## config.mk

```make
export PLATFORM = sky130hd
export DESIGN_NAME = apb_usrt_fifo
export DESIGN_NICKNAME = d
export VERILOG_FILES = /design/src/rtl/apb_usrt_fifo.sv
export SDC_FILE = /design/constraint.sdc
export NUM_CORES = 1
export LEC_CHECK = 0
export CORE_ASPECT_RATIO = 2
export CORE_UTILIZATION = 53
export CTS_CLUSTER_DIAMETER = 50
export DETAILED_ROUTE_END_ITERATION = 7
export PLACE_DENSITY = 0.8
export SLEW_MARGIN = 20
export SYNTH_ARGS = -nofsm -noshare
export SYNTH_HDL_FRONTEND = slang
export SYNTH_SLANG_ARGS = --single-unit
```

## constraint.sdc

```tcl
create_clock -name pClk -period 3.88 [get_ports pClk]
set_input_delay 0.582 -clock pClk [delete_from_list [all_inputs] [get_ports pClk]]
set_output_delay 0.582 -clock pClk [all_outputs]
set_load 0.02 [all_outputs]
```

## src/rtl/apb_usrt_fifo.sv

```systemverilog
// APB-slave USRT with programmable bit clock, TX/RX FIFOs, status/sticky
// error flags, loopback and a level interrupt.
// Ports:
//   pClk, pReset            : APB clock, async active-low reset
//   pSelect/pEnable/pWrite  : APB control; pAddress[3:2] selects the register
//   pWData/pRData           : APB write data / combinational read data
//   pReady, pSlvErr         : always ready; error on DATA write-full / read-empty
//   Rx, Tx, uClk            : serial in, serial out, bit clock to link partner
//   irq                     : level interrupt (RX data available / sticky errors)
module apb_usrt_fifo #(
  parameter int unsigned DATA_W      = 8,
  parameter int unsigned FIFO_DEPTH  = 4,
  parameter int unsigned DIV_W       = 16,
  parameter int unsigned DEFAULT_DIV = 7
) (
  input  logic        pClk,
  input  logic        pReset,
  input  logic        pSelect,
  input  logic        pEnable,
  input  logic        pWrite,
  input  logic [3:0]  pAddress,
  input  logic [15:0] pWData,
  output logic [15:0] pRData,
  output logic        pReady,
  output logic        pSlvErr,
  input  logic        Rx,
  output logic        Tx,
  output logic        uClk,
  output logic        irq
);

  localparam int unsigned PTR_W = (FIFO_DEPTH > 1) ? $clog2(FIFO_DEPTH) : 1;
  localparam int unsigned CNT_W = PTR_W + 1;
  localparam int unsigned BIT_W = (DATA_W > 1) ? $clog2(DATA_W) : 1;
  localparam logic [BIT_W-1:0] LAST_BIT = BIT_W'(DATA_W - 1);
  localparam logic [CNT_W-1:0] FULL_CNT = CNT_W'(FIFO_DEPTH);
  localparam logic [1:0] ADDR_DATA   = 2'd0;
  localparam logic [1:0] ADDR_STATUS = 2'd1;
  localparam logic [1:0] ADDR_DIV    = 2'd2;

  typedef enum logic [1:0] {TX_IDLE, TX_START, TX_DATA, TX_STOP} txState_t;
  typedef enum logic [1:0] {RX_IDLE, RX_DATA, RX_STOP} rxState_t;

  // APB decode
  logic       access, regWr, regRd;
  logic [1:0] regSel;
  logic       dataWr, dataRd, statusWr, divWr, ctrlWr;

  assign access   = pSelect & pEnable;
  assign regWr    = access & pWrite;
  assign regRd    = access & ~pWrite;
  assign regSel   = pAddress[3:2];
  assign dataWr   = regWr & (regSel == ADDR_DATA);
  assign dataRd   = regRd & (regSel == ADDR_DATA);
  assign statusWr = regWr & (regSel == ADDR_STATUS);
  assign divWr    = regWr & (regSel == ADDR_DIV);
  assign ctrlWr   = regWr & (regSel == 2'd3);
  assign pReady   = 1'b1;

  logic unusedBits;
  assign unusedBits = ^{pAddress[1:0], pWData};

  // Configuration registers
  logic [DIV_W-1:0] divReg;
  logic [4:0]       ctrl;
  logic             txEn, rxEn, loopback, ieRx, ieErr;

  assign txEn     = ctrl[0];
  assign rxEn     = ctrl[1];
  assign loopback = ctrl[2];
  assign ieRx     = ctrl[3];
  assign ieErr    = ctrl[4];

  always_ff @(posedge pClk or negedge pReset) begin
    if (!pReset) begin
      divReg <= DIV_W'(DEFAULT_DIV);
      ctrl   <= '0;
    end else begin
      if (divWr)  divReg <= pWData[DIV_W-1:0];
      if (ctrlWr) ctrl   <= pWData[4:0];
    end
  end

  // Bit-clock generator; a DIV write restarts the count without toggling uClk
  logic [DIV_W-1:0] divCnt;
  logic             uClkQ, wrapNow, riseTick, fallTick;

  assign wrapNow  = ~divWr & (divCnt == divReg);
  assign riseTick = wrapNow & ~uClkQ;
  assign fallTick = wrapNow & uClkQ;
  assign uClk     = uClkQ;

  always_ff @(posedge pClk or negedge pReset) begin
    if (!pReset) begin
      divCnt <= '0;
      uClkQ  <= 1'b0;
    end else if (divWr) begin
      divCnt <= '0;
    end else if (wrapNow) begin
      divCnt <= '0;
      uClkQ  <= ~uClkQ;
    end else begin
      divCnt <= divCnt + 1'b1;
    end
  end

  // TX FIFO
  logic [DATA_W-1:0] txMem [FIFO_DEPTH];
  logic [PTR_W-1:0]  txWrPtr, txRdPtr;
  logic [CNT_W-1:0]  txCount;
  logic              txFull, txEmpty, txPush, txPop;

  assign txFull  = (txCount == FULL_CNT);
  assign txEmpty = (txCount == '0);
  assign txPush  = dataWr & ~txFull;

  always_ff @(posedge pClk) begin
    if (txPush) txMem[txWrPtr] <= pWData[DATA_W-1:0];
  end

  always_ff @(posedge pClk or negedge pReset) begin
    if (!pReset) begin
      txWrPtr <= '0;
      txRdPtr <= '0;
      txCount <= '0;
    end else begin
      if (txPush) txWrPtr <= txWrPtr + 1'b1;
      if (txPop)  txRdPtr <= txRdPtr + 1'b1;
      txCount <= txCount + CNT_W'(txPush) - CNT_W'(txPop);
    end
  end

  // RX FIFO
  logic [DATA_W-1:0] rxMem [FIFO_DEPTH];
  logic [PTR_W-1:0]  rxWrPtr, rxRdPtr;
  logic [CNT_W-1:0]  rxCount;
  logic              rxFull, rxEmpty, rxPush, rxPop, rxDone;
  logic [DATA_W-1:0] rxShift;

  assign rxFull  = (rxCount == FULL_CNT);
  assign rxEmpty = (rxCount == '0);
  assign rxPush  = rxDone & ~rxFull;
  assign rxPop   = dataRd & ~rxEmpty;

  always_ff @(posedge pClk) begin
    if (rxPush) rxMem[rxWrPtr] <= rxShift;
  end

  always_ff @(posedge pClk or negedge pReset) begin
    if (!pReset) begin
      rxWrPtr <= '0;
      rxRdPtr <= '0;
      rxCount <= '0;
    end else begin
      if (rxPush) rxWrPtr <= rxWrPtr + 1'b1;
      if (rxPop)  rxRdPtr <= rxRdPtr + 1'b1;
      rxCount <= rxCount + CNT_W'(rxPush) - CNT_W'(rxPop);
    end
  end

  // TX state register and datapath
  txState_t          txState, txNext;
  logic [DATA_W-1:0] txShift;
  logic [BIT_W-1:0]  txBitCnt;
  logic              txQ, txQNext, txShiftEn, txBitClr, txGo, txBusy;

  assign txGo   = txEn & ~txEmpty;
  assign txBusy = (txState != TX_IDLE);
  assign Tx     = txQ;

  always_ff @(posedge pClk or negedge pReset) begin
    if (!pReset) txState <= TX_IDLE;
    else         txState <= txNext;
  end

  // TX next state; a new frame is only started from IDLE or straight after STOP
  always_comb begin
    txNext    = txState;
    txQNext   = txQ;
    txPop     = 1'b0;
    txShiftEn = 1'b0;
    txBitClr  = 1'b0;
    if (fallTick) begin
      case (txState)
        TX_IDLE: begin
          if (txGo) begin
            txPop   = 1'b1;
            txQNext = 1'b0;
            txNext  = TX_START;
          end
        end
        TX_START: begin
          txQNext   = txShift[0];
          txShiftEn = 1'b1;
          txBitClr  = 1'b1;
          txNext    = TX_DATA;
        end
        TX_DATA: begin
          if (txBitCnt == LAST_BIT) begin
            txQNext = 1'b1;
            txNext  = TX_STOP;
          end else begin
            txQNext   = txShift[0];
            txShiftEn = 1'b1;
          end
        end
        TX_STOP: begin
          if (txGo) begin
            txPop   = 1'b1;
            txQNext = 1'b0;
            txNext  = TX_START;
          end else begin
            txQNext = 1'b1;
            txNext  = TX_IDLE;
          end
        end
        default: begin
          txQNext = 1'b1;
          txNext  = TX_IDLE;
        end
      endcase
    end
  end

  always_ff @(posedge pClk or negedge pReset) begin
    if (!pReset) begin
      txQ      <= 1'b1;
      txShift  <= '0;
      txBitCnt <= '0;
    end else begin
      txQ <= txQNext;
      if (txPop)          txShift <= txMem[txRdPtr];
      else if (txShiftEn) txShift <= txShift >> 1;
      if (txBitClr)       txBitCnt <= '0;
      else if (txShiftEn) txBitCnt <= txBitCnt + 1'b1;
    end
  end

  // RX input synchroniser; loopback taps the internal Tx register instead
  logic rxMeta, rxSync, rxSample;

  always_ff @(posedge pClk or negedge pReset) begin
    if (!pReset) begin
      rxMeta <= 1'b1;
      rxSync <= 1'b1;
    end else begin
      rxMeta <= Rx;
      rxSync <= rxMeta;
    end
  end

  assign rxSample = loopback ? txQ : rxSync;

  // RX state register and datapath
  rxState_t         rxState, rxNext;
  logic [BIT_W-1:0] rxBitCnt;
  logic             rxShiftEn, rxBitClr, rxFrameErr;

  always_ff @(posedge pClk or negedge pReset) begin
    if (!pReset) rxState <= RX_IDLE;
    else         rxState <= rxNext;
  end

  // RX next state; dropping rx_en aborts any frame in progress
  always_comb begin
    rxNext     = rxState;
    rxShiftEn  = 1'b0;
    rxBitClr   = 1'b0;
    rxDone     = 1'b0;
    rxFrameErr = 1'b0;
    if (!rxEn) begin
      rxNext = RX_IDLE;
    end else if (riseTick) begin
      case (rxState)
        RX_IDLE: begin
          if (!rxSample) begin
            rxBitClr = 1'b1;
            rxNext   = RX_DATA;
          end
        end
        RX_DATA: begin
          rxShiftEn = 1'b1;
          if (rxBitCnt == LAST_BIT) rxNext = RX_STOP;
        end
        RX_STOP: begin
          rxNext = RX_IDLE;
          if (rxSample) rxDone     = 1'b1;
          else          rxFrameErr = 1'b1;
        end
        default: rxNext = RX_IDLE;
      endcase
    end
  end

  always_ff @(posedge pClk or negedge pReset) begin
    if (!pReset) begin
      rxShift  <= '0;
      rxBitCnt <= '0;
    end else begin
      if (rxShiftEn) rxShift <= (rxShift >> 1) | (DATA_W'(rxSample) << (DATA_W - 1));
      if (rxBitClr)       rxBitCnt <= '0;
      else if (rxShiftEn) rxBitCnt <= rxBitCnt + 1'b1;
    end
  end

  // Sticky error flags; a new error in the same cycle wins over a clear
  logic overrun, frameErr;

  always_ff @(posedge pClk or negedge pReset) begin
    if (!pReset) begin
      overrun  <= 1'b0;
      frameErr <= 1'b0;
    end else begin
      if (rxDone & rxFull)             overrun <= 1'b1;
      else if (statusWr & pWData[4])   overrun <= 1'b0;
      if (rxFrameErr)                  frameErr <= 1'b1;
      else if (statusWr & pWData[5])   frameErr <= 1'b0;
    end
  end

  // Read mux and error response
  logic [6:0] statusWord;
  assign statusWord = {txBusy, frameErr, overrun, rxEmpty, rxFull, txEmpty, txFull};

  always_comb begin
    pRData = '0;
    if (regRd) begin
      case (regSel)
        ADDR_DATA:   if (!rxEmpty) pRData = 16'(rxMem[rxRdPtr]);
        ADDR_STATUS: pRData = 16'(statusWord);
        ADDR_DIV:    pRData = 16'(divReg);
        default:     pRData = 16'(ctrl);
      endcase
    end
  end

  assign pSlvErr = (dataWr & txFull) | (dataRd & rxEmpty);
  assign irq     = (ieRx & ~rxEmpty) | (ieErr & (overrun | frameErr));

endmodule

```

Word level (Yosys, flattened, before mapping)
Memory sizes are Yosys's and may differ from the RTL's.
Index checks and enable logic that the tools add are counted.

operators by class
  mux-type cells = 55
  equality and inequality tests = 18
  reduce and logical (&&, ||, !) cells = 16
  add/sub/neg operators = 11
  bitwise logic cells = 33

operator list
  kind                     count
  $mux W16                 3
  $pmux W16 S3             1
  $mux W1                  34
  $mux W8                  3
  $and A1 B1 Y1            22
  $add A16 B1 Y16 const B  1
  $eq A16 B16 Y1           1
  $eq A3 B3 Y1 const B     4
  $mux W2                  6
  $mux W3                  4
  $reduce_bool A2 Y1       6
  $eq A2 B2 Y1 const B     5
  $add A2 B1 Y2 const B    4
  $or A7 B8 Y8             1
  $pmux W2 S4              1
  $not A1 Y1               7
  $add A3 B1 Y3            2
  $add A3 B1 Y3 const B    2
  $eq A2 B1 Y1 const B     3
  $logic_not A2 Y1         3
  $logic_not A3 Y1         2
  $ne A3 B3 Y1 const B     2
  $reduce_and A3 Y1        2
  $sub A3 B1 Y3            2
  8 further kinds          12

storage, ports and cells
  input bits = 26
  register bits after elaboration = 83
  memories kept = 2
  output and inout bits = 21
  word-level logic and storage cells = 156
  bits in writable memories = 64

memories
  name   words  bits a word  read ports  clocked after memory_dff  wr ports  RTL line  source
  rxMem  4      8            1           0                         1         134       logic [DATA_W-1:0] rxMem [FIFO_DEPTH];
  txMem  4      8            1           0                         1         108       logic [DATA_W-1:0] txMem [FIFO_DEPTH];

Depth between registers and ports, before layout
Gate-level depths: netlist of the first run.

  depth after elaboration = 11
  gate-level depth with buffers = 12
  mapped depth without buffers = 11

Worst setup path before layout of the first run
No wires, ideal clock.

  path type = input port to flip-flop
  start = in pAddress[2]
  end = reg rxCount[2]
  stages = 12
  required time = 3.757 ns
  setup slack = 1.037 ns
  path buffers = 1
  library setup time = 0.123 ns
  data arrival time = 2.720 ns
  cells stage by stage = buf_2 nand2b_1 nand2b_1 nand3_1 nor4b_4 inv_1 ha_1 inv_1 ha_1 fa_1 xnor2_1 xnor2_1

between the ends
  cells in the longest elaborated chain, start to end = 10
  elaborated cells between the ends (all ways) = 13
  classes of those cells = 2 x add/sub; 1 x eq/ne; 2 x mux; 7 x bitwise; 1 x reduce/logical

ends and longest elaborated chain
  what                    RTL line  source
  start: declaration      21        input logic [3:0] pAddress,
  $eq A2 B2 Y1            56        assign divWr = regWr & (regSel == ADDR_DIV);
  $and A1 B1 Y1           56
  $not A1 Y1 (no line)    n/a
  $and A1 B1 Y1           88        assign wrapNow = ~divWr & (divCnt == divReg);
  $and A1 B1 Y1           89        assign riseTick = wrapNow & ~uClkQ;
  $mux W1                 273       end else if (riseTick) begin
  $mux W1                 271       if (!rxEn) begin
  $and A1 B1 Y1           142       assign rxPush = rxDone & ~rxFull;
  $add A3 B1 Y3           157       rxCount <= rxCount + CNT_W'(rxPush) - CNT_W'(rxPop);
  $sub A3 B1 Y3 (*)       157
  end signal: assignment  157
  end: declaration        136       logic [CNT_W-1:0] rxCount;

Mark *: on every way between the ends. The rest lies on a longest branch, timed or not.
A chain may end at the register's enable or synchronous reset.

Worst setup path in the final report of the first run
  start = reg rxRdPtr[0]
  end = out pRData[5]

between the ends
  cells in the longest elaborated chain, start to end = 4

ends and longest elaborated chain
  what                      RTL line  source
  start: declaration        135       logic [PTR_W-1:0] rxWrPtr, rxRdPtr;
  start signal: assignment  156       if (rxPop) rxRdPtr <= rxRdPtr + 1'b1;
  $mem_v2 Z4 W8             n/a
  $mux W8                   329       ADDR_DATA: if (!rxEmpty) pRData = 16'(rxMem[rxRdPtr]);
  $pmux W16 S3              328       case (regSel)
  $mux W16                  327       if (regRd) begin
  end: declaration          23        output logic [15:0] pRData,

No other way between the ends.

==> results of run 1 <==
-- worst max path at each step --
stage,to,depth (start not counted)
2_1_floorplan,rxCount[2]$_DFF_PN0_,12
3_3_place_gp,rxCount[2]$_DFF_PN0_,12
3_5_place_dp,rxCount[2]$_DFF_PN0_,12
4_1_cts,pRData[5],6
5_1_grt,pRData[5],6
6_report,pRData[5],6
-- metal layers --
metal / vias to the layer above / track usage, %
li1: 2158 / -
met1: 2331 / 25.3
met2: 151 / 45.3
met3: 52 / 3.42
met4: 0 / 16.8
met5: - / 0
-- layout make-up --
type | instances | area share [%]
Sequential cell | 147 | 49.3
Clock buffer | 18 | 5.28
Inverter | 25 | 1.15
Tap cell | 150 | 2.31
Timing Repair Buffer | 54 | 6.33
Multi-Input combinational cell | 381 | 33.8
Clock inverter | 14 | 1.77
-- flip-flops by register name (all words and copies together) (netlist names), 3 cells and up --
name      flops
rxBitCnt      3
ctrl          5
txCount       3
rxShift       8
txBitCnt      3
divCnt       16
divReg       16
txMem        32
rxMem        32
rxCount       3
txShift       8
-- kinds of logic (layout without fill, tap and decap cells) --
family / count (synthesis) / count (layout) / synth area share [%]
multiplexers: 34 / 34 / 8.04
AO/OA/AOI/OAI: 73 / 73 / 6.14
XOR/XNOR: 40 / 40 / 5.36
other: 1 / 1 / 0.0539
buffers and inverters: 49 / 111 / 2.83
adder cells (fa/ha/maj): 23 / 23 / 4.35
AND/OR/NAND/NOR: 210 / 210 / 15.6
flip-flops: 147 / 147 / 57.6
-- Yosys cell counts (16+ instances only) --
cell / number / area share, %
edfxtp_1: 64 / 28
xor2_1: 16 / 2.0
xnor2_1: 21 / 2.6
ha_1: 21 / 3.8
dfrtp_1: 77 / 28
nor2_1: 34 / 1.8
nand3_1: 18 / 1.3
nor3_1: 16 / 1.2
a21oi_1: 17 / 1.2
nand2_1: 77 / 4.2
inv_1: 25 / 1.3
mux4_2: 16 / 5.2
and2_1: 17 / 1.5
o21ai_0: 31 / 2.2
-- through the flow --
stage | power [mW] | instance area [µm²] | instances
final | 4.34 | 8130 | 789
after global routing | 4.51 | 8130 | 789
after CTS | 4.36 | 8120 | 789
after detailed placement | 2.76 | 7550 | 757
after global placement | 2.71 | 7550 | 757
after floorplan | 2.50 | 6950 | 577
-- where the power goes --
part           switching, mW  leakage [nW]  internal (mW)
logic                  0.373          1.33          0.326
clock network          0.694         0.274          0.905
registers              0.253          1.63           1.79
total                   1.32          3.23           3.02
-- worst max-delay path, cell delays in order (launching register included) --
cell             delay (ps)
dfrtp_1                 740
mux4_2                  610
and3_1                  220
a21oi_1                 120
o22a_1                  150
nor2_1                   50
clkdlybuf4s50_1         550
==> out/results.ini, run 1 <==
[outcome]
status = finished, final reports clean

[placed_design]
port-buffer-count = 43
gp_congestion = 0.832
hpwlAfterDp_um = 10900
pre_cts_slack_ps = 358

[sta]
fin_setup_tns_ps = 0
relSlewSlack_pct = 47.4
drv_slew = 0
setup_viol = 0
holdWs_ps = 197
hold_viol_final = 0
min_period_ps = 3450
setup_ws_ps = 432
skew_ps = 12.4
post-route-period-util_pct = 88.9
rsz0062_at_grt = no
fmax_mhz = 290
worstMarginPinSlew_ps = 789

[final_layout]
syn_to_final_growth_pct = 16.9
insertedDiodeCount = 0
utilization_pct = 64.0
most-common-layout-cells = nand2_1 (77), dfrtp_1 (77), edfxtp_1 (64)
final-seq-area_mm2 = 0.00401
nets = 675
fillCellCount = 935
final_layout_size_suffix_gt1_share_pct = 14.6
multiInputGateArea_mm2 = 0.00275

[clocking]
clock_sinks = 147
postCtsSetupRepairBufs = 0
clkSlewWorstSetupHoldPaths_ps = 60
cts_root_buf = clkbuf_16
tritoncts = done
ctsLongestPathBuffers = 2
insertion_delay_ps = 430
numCtsBuffers = 17
cts_resized = 0
htree_levels = 4
cts_hold_buffers = 0

[detailed_routing]
dr.first_iter.drc_count = 294
wl_met1_um = 5670
met2_length_um = 8590
drc = 0
drtAntennaViolNets = 0
vias_per_cell = 5.95
routed_wl_um = 15700
dr.max_layer_used = met4
wl_met3_um = 488
vias = 4692
first_pass_iters = 5
wl_per_cell_um = 19.8

[grt]
grt_pass1_vias = 4940
grtUsageTotal_pct = 24.5
grt_pass1_wl_um = 25200
antenna_found_initial = 0
grt_start_max_net_pins = 84
grt_remaining_overflow = 0

[worst_setup_path]
rr_worst_depth = 11
crit_arrival_ps = 2870
worst_r2r_endpoint = rxCount[2]$_DFF_PN0_
start_kind = register
r2r_slack_ps = 630
worstPathRequired_ps = 3300
critPathMaxFanout = 10
crit_type = reg -> out
crit_path_start = rxRdPtr[0]$_DFFE_PN0P_
endpoint_kind = output port
reg2reg_from = divReg[4]$_DFFE_PN0N_

[synth]
synth-seq-area-share_pct = 57.6
postSynthCellCount = 577
yosysWarnings = 0
netlist-cell-type-count = 58
syn_nets = 626
ys_async_sr_fraction_pct = 56.5
synth_edf_count = 64
syn_avg_cell_area_um2 = 12.1
synth-seq-cells = 147
synth-main-ff-cell = dfrtp_1
synth.cell_area_mm2 = 0.00695

[pwr]
peakVddDrop_mv = 0.368
power_leakage_nw = 3.23
power_density_mw_per_mm2 = 534

[floorplan]
rows = 58
die_h_um = 164
core-area_mm2 = 0.0127
die_width_um = 83.0
initial_core_util_pct = 54.7
boundaryPins = 47
dieArea_mm2 = 0.0136

[job]
maxCapViolations = 0

[hold_path]
hp-class = in -> async

(Power assumes the default switching activity.)
==> run 2: changes to the inputs <==
--- a/config.mk
+++ b/config.mk
@@ -9,7 +9,7 @@
 export CORE_UTILIZATION = 53
 export CTS_CLUSTER_DIAMETER = 50
 export DETAILED_ROUTE_END_ITERATION = 7
-export PLACE_DENSITY = 0.8
+export PLACE_DENSITY = 0.73
 export SLEW_MARGIN = 20
 export SYNTH_ARGS = -nofsm -noshare
 export SYNTH_HDL_FRONTEND = slang
==> run 2 against run 1 <==
Net effect: non-clock buffer count grew 1; combinational power about the same; maximum frequency rose by 0.74%; highest routed layer unchanged; clock power about the same; via count shrank 1.8%.
==> out/results.ini, run 2 (same netlist as run 1, synthesis figures left out) <==
[worst_setup_path]
crit_arrival_ps = 2840
endpoint_kind = output port
critPathMaxFanout = 10
crit_chain = mux4_2 > and3_1 > a21oi_1 > o22a_1 > nor2_1 > clkdlybuf4s50_1
critPathMaxStageDelay_ps = 710
crit_type = reg -> out
worstPathRequired_ps = 3300
crit_slowest_cell = dfrtp_1
start_kind = register

[grt]
antenna_found_initial = 0
grt_pass1_wl_um = 25400
grt_pass1_vias = 4974
grt_start_max_net_pins = 84
grtUsageTotal_pct = 24.7
grt_remaining_overflow = 0

[clocking]
numCtsBuffers = 17
clock_sinks = 147
ctsLongestPathBuffers = 2
cts_hold_buffers = 0
postCtsSetupRepairBufs = 0
clkSlewWorstSetupHoldPaths_ps = 70
cts_root_buf = clkbuf_16
htree_levels = 4
insertion_delay_ps = 420
tritoncts = done
cts_resized = 0

[floorplan]
rows = 58
core-area_mm2 = 0.0127
die_width_um = 83.0
dieArea_mm2 = 0.0136
die_h_um = 164
boundaryPins = 47
initial_core_util_pct = 54.7

[placed_design]
hpwlAfterDp_um = 11000
pre_cts_slack_ps = 395
port-buffer-count = 43
gp_congestion = 0.874
place_area_mm2 = 0.00756

[sta]
worstMarginPinSlew_ps = 792
fin_setup_tns_ps = 0
rsz0062_at_grt = no
setup_ws_ps = 457
relSlewSlack_pct = 47.2
fmax_mhz = 292
setup_viol = 0
post-route-period-util_pct = 88.2
holdWs_ps = 197
min_period_ps = 3420
skew_ps = 8.66
hold_viol_final = 0
drv_slew = 0

[job]
maxCapViolations = 0

[final_layout]
nets = 676
fillCellCount = 972
most-common-layout-cells = nand2_1 (77), dfrtp_1 (77), edfxtp_1 (64)
syn_to_final_growth_pct = 17.0
largest_registers = rxMem: 32 flops, txMem: 32 flops
insertedDiodeCount = 0
final_layout_size_suffix_gt1_share_pct = 14.7
utilization_pct = 64.1
final_cell_area_mm2 = 0.00814

[detailed_routing]
routed_wl_um = 15400
first_pass_iters = 5
drc = 0
vias = 4608
wl_per_cell_um = 19.4
dr.first_iter.drc_count = 303
drtAntennaViolNets = 0
vias_per_cell = 5.83

[pwr]
power_density_mw_per_mm2 = 533
power_leakage_nw = 3.23
peakVddDrop_mv = 0.495

[outcome]
status = finished, final reports clean

[hold_path]
hp-class = in -> async

run 2: cell count changes in the layout (fill, tap and decap cells not counted), sizes merged:
cell | before | now
clkinv | 1 | 3
buf | 12 | 13
clkinvlp | 3 | 4
inv | 34 | 31
run 2: routing by layer:
layer,vias up,global-route usage (%),wire [µm]
li1,2152,-,-
met1,2296,25.9,5510
met2,126,45.6,8630
met3,34,4.22,526
met4,0,14.7,679
met5,-,0,0
run 2: area by class of cell:
cell class	instances	area (µm²)	share of cell area (%)
well taps	150	188	2.31
flip-flops and latches	147	4010	49.2
repair buffers	55	522	6.41
clock buffers	18	429	5.27
clock inverters	14	148	1.81
inverters	25	93.8	1.15
multi-input cells	381	2750	33.8
run 2: worst max-delay path, delay by kind of cell (launching register included):
| family | cells | cell delay [ps] |
|---|---|---|
| AO/OA/AOI/OAI | 2 | 300 |
| AND/OR/NAND/NOR | 2 | 260 |
| buffers and inverters | 1 | 560 |
| multiplexers | 1 | 570 |
| flip-flops | 1 | 710 |
run 2: report_power, final:
group | internal (mW) | leakage, nW | switching (mW)
combinational | 0.331 | 1.33 | 0.370
sequential | 1.79 | 1.63 | 0.253
clock | 0.905 | 0.272 | 0.694
total | 3.02 | 3.23 | 1.32
run 2: final timing paths:
check	startpoint	endpoint	slack, ps	cells after the start
worst max-delay path	rxRdPtr[0]$_DFFE_PN0P_	pRData[5]	460	6
worst max register to register	divReg[1]$_DFFE_PN1N_	rxCount[2]$_DFF_PN0_	740	11
max in group asynchronous	pReset	rxShift[5]$_DFFE_PN0P_	3130	1
worst min-delay path	pReset	divCnt[13]$_DFF_PN0_	200	1
worst min register to register	rxMeta$_DFF_PN1_	rxSync$_DFF_PN1_	370	0
min in group pClk	rxMeta$_DFF_PN1_	rxSync$_DFF_PN1_	370	0
run 2: through the flow:
| stage | total power, mW | cells |
|---|---|---|
| 2_1_floorplan | 2.50 | 577 |
| 3_5_place_dp | 2.77 | 758 |
| 4_1_cts | 4.37 | 790 |
| 3_3_place_gp | 2.71 | 758 |
| 5_1_grt | 4.53 | 790 |
| 6_report | 4.34 | 790 |
==> run 3: changes to the inputs <==
--- a/config.mk
+++ b/config.mk
@@ -8,6 +8,7 @@
 export CORE_ASPECT_RATIO = 2
 export CORE_UTILIZATION = 53
 export CTS_CLUSTER_DIAMETER = 50
+export CTS_CLUSTER_SIZE = 24
 export DETAILED_ROUTE_END_ITERATION = 7
 export PLACE_DENSITY = 0.73
 export SLEW_MARGIN = 20
==> results of run 3 <==
Final layout, timing and power as in run 2 (identical DEF).
